## config.mk

```make
export PLATFORM = sky130hd
export DESIGN_NAME = xc_aesmix_seq_flat
export DESIGN_NICKNAME = d
export VERILOG_FILES = /design/src/rtl/xc_aesmix_seq_if.sv /design/src/rtl/xc_aesmix_seq.sv /design/src/flat_wrapper.sv
export SDC_FILE = /design/constraint.sdc
export NUM_CORES = 1
export LEC_CHECK = 0
export ABC_CLOCK_PERIOD_IN_PS = 8000
export CORE_MARGIN = 8
export CORE_UTILIZATION = 35
export DETAILED_ROUTE_END_ITERATION = 6
export DONT_BUFFER_PORTS = 1
export HOLD_SLACK_MARGIN = 0.1
export PLACE_DENSITY = 0.6
export SLEW_MARGIN = 10
export SYNTH_ARGS = -nofsm -noshare
export SYNTH_HDL_FRONTEND = slang
export SYNTH_SLANG_ARGS = --single-unit
```

## constraint.sdc

```tcl
create_clock -name clock -period 8 [get_ports clock]
set_input_delay 0.4 -clock clock [delete_from_list [all_inputs] [get_ports clock]]
set_output_delay 0.4 -clock clock [all_outputs]
set_load 0.02 [all_outputs]
```

## src/rtl/xc_aesmix_seq_if.sv

```systemverilog
// ---------------------------------------------------------------------------
// xc_aesmix_seq_if
// Request/response bundle for the xc_aesmix_seq MixColumns unit.
//   valid  : request, held by the requester until ready is seen
//   enc    : 1 = MixColumns, 0 = InvMixColumns
//   state  : NCOL x 32-bit AES state, column c at [32c+31:32c], row r = byte r
//   shift  : (only with XC_AESMIX_SEQ_SHIFTROWS_EN) apply (Inv)ShiftRows first
//   ready  : single-cycle result pulse
//   result : mixed state, all-zero whenever ready is low
// Modports: master = requester side, slave = functional unit side.
// ---------------------------------------------------------------------------
interface xc_aesmix_seq_if #(
  parameter int NCOL = 4
) ();
  logic              valid;
  logic              enc;
  logic [32*NCOL-1:0] state;
`ifdef XC_AESMIX_SEQ_SHIFTROWS_EN
  logic              shift;
`endif
  logic              ready;
  logic [32*NCOL-1:0] result;

`ifdef XC_AESMIX_SEQ_SHIFTROWS_EN
  modport master (output valid, enc, state, shift, input ready, result);
  modport slave  (input valid, enc, state, shift, output ready, result);
`else
  modport master (output valid, enc, state, input ready, result);
  modport slave  (input valid, enc, state, output ready, result);
`endif
endinterface

```

## src/rtl/xc_aesmix_seq.sv

```systemverilog
// ---------------------------------------------------------------------------
// xc_aesmix_seq
// Iterative AES MixColumns / InvMixColumns over a full NCOL-column state,
// COLS_PER_CYCLE columns mixed per busy cycle, result returned as a one-cycle
// ready pulse with an OR-mergeable (zero when idle) result bus.
// Ports:
//   clock : system clock
//   reset : synchronous, active-high reset
//   bus   : xc_aesmix_seq_if.slave (valid/enc/state in, ready/result out)
// Optional feature macro: XC_AESMIX_SEQ_SHIFTROWS_EN adds bus.shift; when set
// at accept, the state is latched through ShiftRows (enc=1) or InvShiftRows
// (enc=0) with no latency change.
// ---------------------------------------------------------------------------
module xc_aesmix_seq #(
  parameter int NCOL           = 4,
  parameter int COLS_PER_CYCLE = 1
) (
  input  logic           clock,
  input  logic           reset,
  xc_aesmix_seq_if.slave bus
);
  localparam int W  = 32 * NCOL;
  localparam int CW = $clog2(NCOL) + 1;

  generate
    if (NCOL < 1 || NCOL > 8) begin : g_bad_ncol
      $error("xc_aesmix_seq: NCOL must be in 1..8");
    end
    if (COLS_PER_CYCLE < 1) begin : g_bad_cpc
      $error("xc_aesmix_seq: COLS_PER_CYCLE must be at least 1");
    end else if ((NCOL % COLS_PER_CYCLE) != 0) begin : g_bad_div
      $error("xc_aesmix_seq: COLS_PER_CYCLE must divide NCOL");
    end
  endgenerate

  typedef enum logic [1:0] {S_IDLE, S_BUSY, S_DONE} state_e;

  // GF(2^8) multiply by x, reduction polynomial 0x11b.
  function automatic logic [7:0] xtime(input logic [7:0] a);
    return {a[6:0], 1'b0} ^ (a[7] ? 8'h1b : 8'h00);
  endfunction

  function automatic logic [31:0] mix_col(input logic [31:0] col, input logic fwd);
    logic [7:0]  b  [4];
    logic [7:0]  x2 [4];
    logic [7:0]  x4 [4];
    logic [7:0]  x8 [4];
    logic [31:0] o;
    for (int r = 0; r < 4; r++) begin
      b[r]  = col[8*r +: 8];
      x2[r] = xtime(b[r]);
      x4[r] = xtime(x2[r]);
      x8[r] = xtime(x4[r]);
    end
    o = '0;
    for (int r = 0; r < 4; r++) begin
      if (fwd) begin
        // 2*b[r] ^ 3*b[r+1] ^ b[r+2] ^ b[r+3]
        o[8*r +: 8] = x2[r] ^ (x2[(r+1)%4] ^ b[(r+1)%4]) ^ b[(r+2)%4] ^ b[(r+3)%4];
      end else begin
        // e*b[r] ^ b*b[r+1] ^ d*b[r+2] ^ 9*b[r+3]
        o[8*r +: 8] = (x8[r] ^ x4[r] ^ x2[r])
                    ^ (x8[(r+1)%4] ^ x2[(r+1)%4] ^ b[(r+1)%4])
                    ^ (x8[(r+2)%4] ^ x4[(r+2)%4] ^ b[(r+2)%4])
                    ^ (x8[(r+3)%4] ^ b[(r+3)%4]);
      end
    end
    return o;
  endfunction

  logic [W-1:0] latch_in;

`ifdef XC_AESMIX_SEQ_SHIFTROWS_EN
  // Row r rotates by r columns: left for ShiftRows, right for InvShiftRows.
  function automatic logic [W-1:0] shift_rows(input logic [W-1:0] s, input logic fwd);
    logic [W-1:0] o;
    int           src;
    o = '0;
    for (int c = 0; c < NCOL; c++) begin
      for (int r = 0; r < 4; r++) begin
        src = fwd ? ((c + r) % NCOL) : ((c + 4*NCOL - r) % NCOL);
        o[32*c + 8*r +: 8] = s[32*src + 8*r +: 8];
      end
    end
    return o;
  endfunction

  assign latch_in = bus.shift ? shift_rows(bus.state, bus.enc) : bus.state;
`else
  assign latch_in = bus.state;
`endif

  state_e        state_q, state_d;
  logic [CW-1:0] cnt_q, cnt_d;
  logic [W-1:0]  dreg_q, dreg_d;
  logic          mreg_q, mreg_d;
  logic          ready_q, ready_d;
  logic [W-1:0]  result_q, result_d;

  always_ff @(posedge clock) begin
    if (reset) begin
      // NOTE: dreg is a plain datapath register, but it is cleared here so no
      // operand survives a reset or abort.
      state_q  <= S_IDLE;
      cnt_q    <= '0;
      dreg_q   <= '0;
      mreg_q   <= 1'b0;
      ready_q  <= 1'b0;
      result_q <= '0;
    end else begin
      // NOTE: non-blocking so every flop samples the pre-edge values of the others.
      state_q  <= state_d;
      cnt_q    <= cnt_d;
      dreg_q   <= dreg_d;
      mreg_q   <= mreg_d;
      ready_q  <= ready_d;
      result_q <= result_d;
    end
  end

  always_comb begin
    int col;
    // NOTE: every output gets a default first, so no path leaves one unassigned
    // and no latch is inferred.
    state_d  = state_q;
    cnt_d    = cnt_q;
    dreg_d   = dreg_q;
    mreg_d   = mreg_q;
    ready_d  = 1'b0;
    result_d = '0;
    col      = 0;
    unique case (state_q)
      S_IDLE: begin
        // While ready_q is high the requester's valid still belongs to the
        // operation just returned, so it is not a new request.
        if (bus.valid && !ready_q) begin
          dreg_d  = latch_in;
          mreg_d  = bus.enc;
          cnt_d   = '0;
          state_d = S_BUSY;
        end
      end
      S_BUSY: begin
        if (!bus.valid) begin
          state_d = S_IDLE;
          cnt_d   = '0;
          dreg_d  = '0;
        end else begin
          for (int j = 0; j < COLS_PER_CYCLE; j++) begin
            col = int'(cnt_q) + j;
            if (col < NCOL) begin
              dreg_d[32*col +: 32] = mix_col(dreg_q[32*col +: 32], mreg_q);
            end
          end
          cnt_d = cnt_q + CW'(COLS_PER_CYCLE);
          if (cnt_d == CW'(NCOL)) begin
            state_d = S_DONE;
          end
        end
      end
      S_DONE: begin
        ready_d  = 1'b1;
        result_d = dreg_q;
        state_d  = S_IDLE;
      end
      default: state_d = S_IDLE;
    endcase
  end

  assign bus.ready  = ready_q;
  assign bus.result = result_q;
endmodule

```

## src/flat_wrapper.sv

```systemverilog
// flat-port wrapper written by rule: the top's interface ports become plain ports
module xc_aesmix_seq_flat 
#(
  parameter int NCOL           = 4,
  parameter int COLS_PER_CYCLE = 1
)
  (clock, reset, bus_valid, bus_enc, bus_state, bus_ready, bus_result);
  xc_aesmix_seq_if #(.NCOL(NCOL)) bus_i ();
  input  logic clock;
  input  logic reset;
  input wire logic [$bits(bus_i.valid)-1:0] bus_valid;
  input wire logic [$bits(bus_i.enc)-1:0] bus_enc;
  input wire logic [$bits(bus_i.state)-1:0] bus_state;
  output wire logic [$bits(bus_i.ready)-1:0] bus_ready;
  output wire logic [$bits(bus_i.result)-1:0] bus_result;
  assign bus_i.valid = bus_valid;
  assign bus_i.enc = bus_enc;
  assign bus_i.state = bus_state;
  assign bus_ready = bus_i.ready;
  assign bus_result = bus_i.result;
  xc_aesmix_seq #(.NCOL(NCOL), .COLS_PER_CYCLE(COLS_PER_CYCLE)) u_core (.clock(clock), .reset(reset), .bus(bus_i));
endmodule
```

==> implementation parameters <==
Parameter                              Value

Timing
  Worst clock skew on the final layout ... 0.0143 ns
  Number of endpoints with negative hold slack in the final report ... 0
  Final Cycle Share ... about three fifths
  Slew at the pin closest to its max-slew limit ... 1.05 ns
  RSZ-0062 raised after global routing ... no
  Relative slew slack ... 30.2%
  Highest Clock Rate ... 0.215 GHz
  Setup-failing EPs final ... 0
  Crit path setup slack, layout ... between 3 and 4 ns
  Max-slew violations ... 0
  TNS Setup ... 0 ns
  Crit path time final ... ~4.7 ns

CTS
  Cell at the root of the clock tree ... clkbuf_16
  Post_cts resized ... 0
  CTS H-tree lvls ... 1
  Clock slew seen by the registers of the worst setup and hold paths ... 0.06 ns
  Number of CTS-inserted buffers ... 27
  Sinks on Clock Net ... between 200 and 300
  Clock tree buffer depth ... 3
  CTS tree ... done
  Worst skew pair latency ... ~0.56 ns

Synthesis
  Gate count after technology mapping ... about 1400
  Async set-reset flop share out of synthesis ... 0%
  Post-Syn Area per Cell ... about 10 µm²
  #FFs+latches synth ... 263
  Number of synthesized flops with an enable pin ... 0
  Proportion of synthesized chip area in sequential cells ... 38.2%
  Number of distinct library cell variants in the gate-level netlist after synthesis ... 65
  Total nets after synthesis ... between 1500 and 2000
  Most used flip-flop cell after synthesis ... dfxtp_1
  Summed instance area of the synthesized netlist ... between 0.01 and 0.015 mm²
  Count of yosys warnings during synthesis ... 0

Placement
  Setup slack at placement ... roughly 3.5 ns
  DP Wirelength ... roughly 36 mm
  Final weighted congestion in routability-driven placement ... between 0.9 and 1
  Port Buffers ... 0
  Post-placement cell area ... 0.0140 mm²

Finish
  Share of post-route cells with drive strength above 1 ... around 9.7%
  Most common cell after layout, fill and taps aside ... dfxtp_1
  Post-route standard cell area excluding fillers ... between 0.015 and 0.02 mm²
  Total number of nets in the final design ... around 1600
  Finished Core Util ... between 40% and 50%
  Signed area change from the synthesized netlist to the final layout ... 16.4%
  Filler Cell Count ... 3724
  Most frequent cells in the layout ... dfxtp_1, nor2_1, and2_1

Routing
  Drt first-iter violations ... 1470
  Wire per inst ... approximately 26 µm
  Initial DRT Pass Iterations ... 6
  Remaining design rule violation count ... 0
  Remaining antenna violation count after routing ... 0
  Average vias per placed instance ... about 5.9
  Sum of routed wire length over all layers ... ~52 mm
  Number of vias after detailed routing ... between 10000 and 15000

Setup path
  Endpoint kind of the worst setup timing path ... flip-flop
  Slowest cell on crit path ... mux4_1
  Critical path type ... flip-flop to flip-flop
  Worst Path Max Fanout ... 27
  Depth of the worst register-to-register path ... 9
  Required time worst endpoint ... ~8.5 ns
  Launching element type of the critical path ... flip-flop
  Worst flop-to-flop path endpoint ... u_core.dreg_q[1]
  Slowest Stage Delay on Critical Path ... roughly 0.98 ns
  Arrival time reported for the critical path endpoint ... just over 5 ns
  Worst reg2reg path startpoint ... u_core.cnt_q[0]
  Reg2reg setup slack ... 3.34 ns
  Cells traversed along the worst timing path ... buf_4, mux4_1, xnor2_2, xnor3_1, xnor2_1, a211o_1, a21oi_1, a221oi_1, nor3_1

Min path
  Hold Path Cell Cnt ... 2
  Min-delay worst type ... input port to flip-flop
  Start point of the worst min-delay path ... bus_state[15]
  Hold worst-path end ... u_core.dreg_q[15]

Die
  Initial core utilization ... between 30% and 40%
  Placement Rows ... 72
  Standard cell core area ... between 0.03 and 0.04 mm²
  Vertical die dimension ... between 200 and 250 µm
  Number of top-level pins ... 261
  Die ar. ... around 0.046 mm²
  Horizontal extent of the die ... 214 µm

Status
  Outcome ... finished, final reports clean

Global routing
  Vias in the first global route ... around 11000
  GR met3 Demand/Resource ... 7.33%
  Overflow after GRT ... 0
  Layer carrying the most global-route usage ... met2
  Number of antenna violations at the first check in global routing ... 6
  First-pass GRT wire length ... around 76 mm
  M1 GR Usage ... between 20 and 30%
  Met2 Resource Use GR ... between 30 and 40%
  Pin count of the biggest net entering global routing ... between 70 and 80
  Overall fraction of global-route tracks in use ... 21.4%

Power and ir drop
  Total power after layout ... 5.61 mW
  Switching part of the total ... between 30 and 40%
  Portion of total power attributed to sequential cells ... 26.2%
  Leakage power summed over all cells ... around 6.3 nW
  Maximum vdd ir drop ... about 0.18 mV
  Sw power ... 2.21 mW
  Pwr dens ... about 350 mW/mm²
  Internal power summed over all cells ... approximately 3.4 mW
  Clk network pwr share ... about a quarter
  Fraction of power consumed by combinational cells ... 49.6%

Job
  Count of maximum capacitance violations ... 0
[cells in the mapped netlist, types with 5 or more instances]
cell      number  area [µm²]
nand3_1        8        40.0
and2_1       133         832
or2_2          6        37.5
a221oi_1      83         727
nand2_1       57         214
dfxtp_1      263        5270
xnor2_1      113         990
a211o_1        7        61.3
xor3_1        11         262
xnor3_1       39         878
a211oi_1      10        75.1
clkbuf_1      79         297
a21oi_2        6        52.6
buf_4          7        52.6
a21o_1         9        67.6
buf_2         15        75.1
xor2_1        43         377
mux4_2        23         518
xnor2_2        8         130
o21ai_0       91         455
o21a_1        10        75.1
o211ai_1       6        45.0
mux4_1        11         289
nor2_1       150         563
a21oi_1       77         385
a221o_1        8        80.1
inv_1          5        18.8
buf_6         14         158
nor3_1        35         175
[cell families (layout without fill, tap and decap cells)]
| family | count (synthesis) | in the layout | synth area share, % |
|---|---|---|---|
| compound gates | 331 | 331 | 16.1 |
| xor+xnor | 217 | 217 | 19.6 |
| fa+ha+maj | 4 | 4 | 0.363 |
| buf+inv | 124 | 179 | 4.58 |
| flops | 263 | 263 | 38.2 |
| mux | 39 | 39 | 6.25 |
| other cells | 0 | 4 | 0 |
| simple gates | 416 | 416 | 14.9 |
[power groups by stage]
stage / logic (mW) / registers [mW] / clock network (mW)
2_1_floorplan: 2.06 / 1.46 / 0
3_3_place_gp: 2.64 / 1.49 / 0
3_5_place_dp: 2.65 / 1.49 / 0
4_1_cts: 2.72 / 1.46 / 1.37
5_1_grt: 2.95 / 1.47 / 1.43
6_report: 2.78 / 1.47 / 1.36
[through the flow]
step | cells | hold WS, ns
6_report | 1971 | 0.121
5_1_grt | 1971 | 0.124
4_1_cts | 1967 | 0.105
3_5_place_dp | 1813 | 0.467
3_3_place_gp | 1813 | 0.463
2_1_floorplan | 1394 | 0.439
[worst max path at each step]
| stage | start | to | slack (ns) | depth (start not counted) |
|---|---|---|---|---|
| 2_1_floorplan | u_core.cnt_q[0] | u_core.dreg_q[115] | 4.66 | 11 |
| 3_3_place_gp | u_core.cnt_q[0] | u_core.dreg_q[79] | 3.53 | 9 |
| 3_5_place_dp | u_core.cnt_q[0] | u_core.dreg_q[1] | 3.48 | 9 |
| 4_1_cts | u_core.cnt_q[0] | u_core.dreg_q[1] | 3.46 | 9 |
| 5_1_grt | u_core.cnt_q[0] | u_core.dreg_q[1] | 3.11 | 9 |
| 6_report | u_core.cnt_q[0] | u_core.dreg_q[1] | 3.34 | 9 |
[flip-flops by register name (all words and copies together) (netlist names)]
register	cells
u_core.cnt_q	3
u_core.bus.ready	1
u_core.dreg_q	128
u_core.mreg_q	1
u_core.bus.result	128
u_core.state_q	2
[worst max-delay path, delay by kind of cell (launching register included)]
family / cells / cell delay, ns
multiplexers: 1 / 0.98
XOR/XNOR: 3 / 1.13
AO/OA/AOI/OAI: 3 / 0.99
flip-flops: 1 / 0.66
buffers and inverters: 1 / 0.57
AND/OR/NAND/NOR: 1 / 0.21
[metal layers]
metal / share of wire (%) / vias to the layer above
met4: 3.2 / 4
met3: 13 / 113
met5: 0.031 / -
li1: - / 5003
met2: 42 / 781
met1: 42 / 5654
[final cells by class]
type	instances	area (µm²)	area share [%]
multi-input cells	1007	7940	49.5
flip-flops and latches	263	5270	32.8
repair buffers	123	1200	7.48
clock buffers	35	766	4.77
well taps	518	648	4.04
clock inverters	15	195	1.22
inverters	6	22.5	0.140
diodes	4	10.0	0.0624
[what timing repair did]
action                                 in CTS  in global routing
buffers inserted                            0                  0
hold buffers                              104                  0
endpoints found under the hold margin     126                  0
No activity file was read; power rests on OpenSTA's default activity.
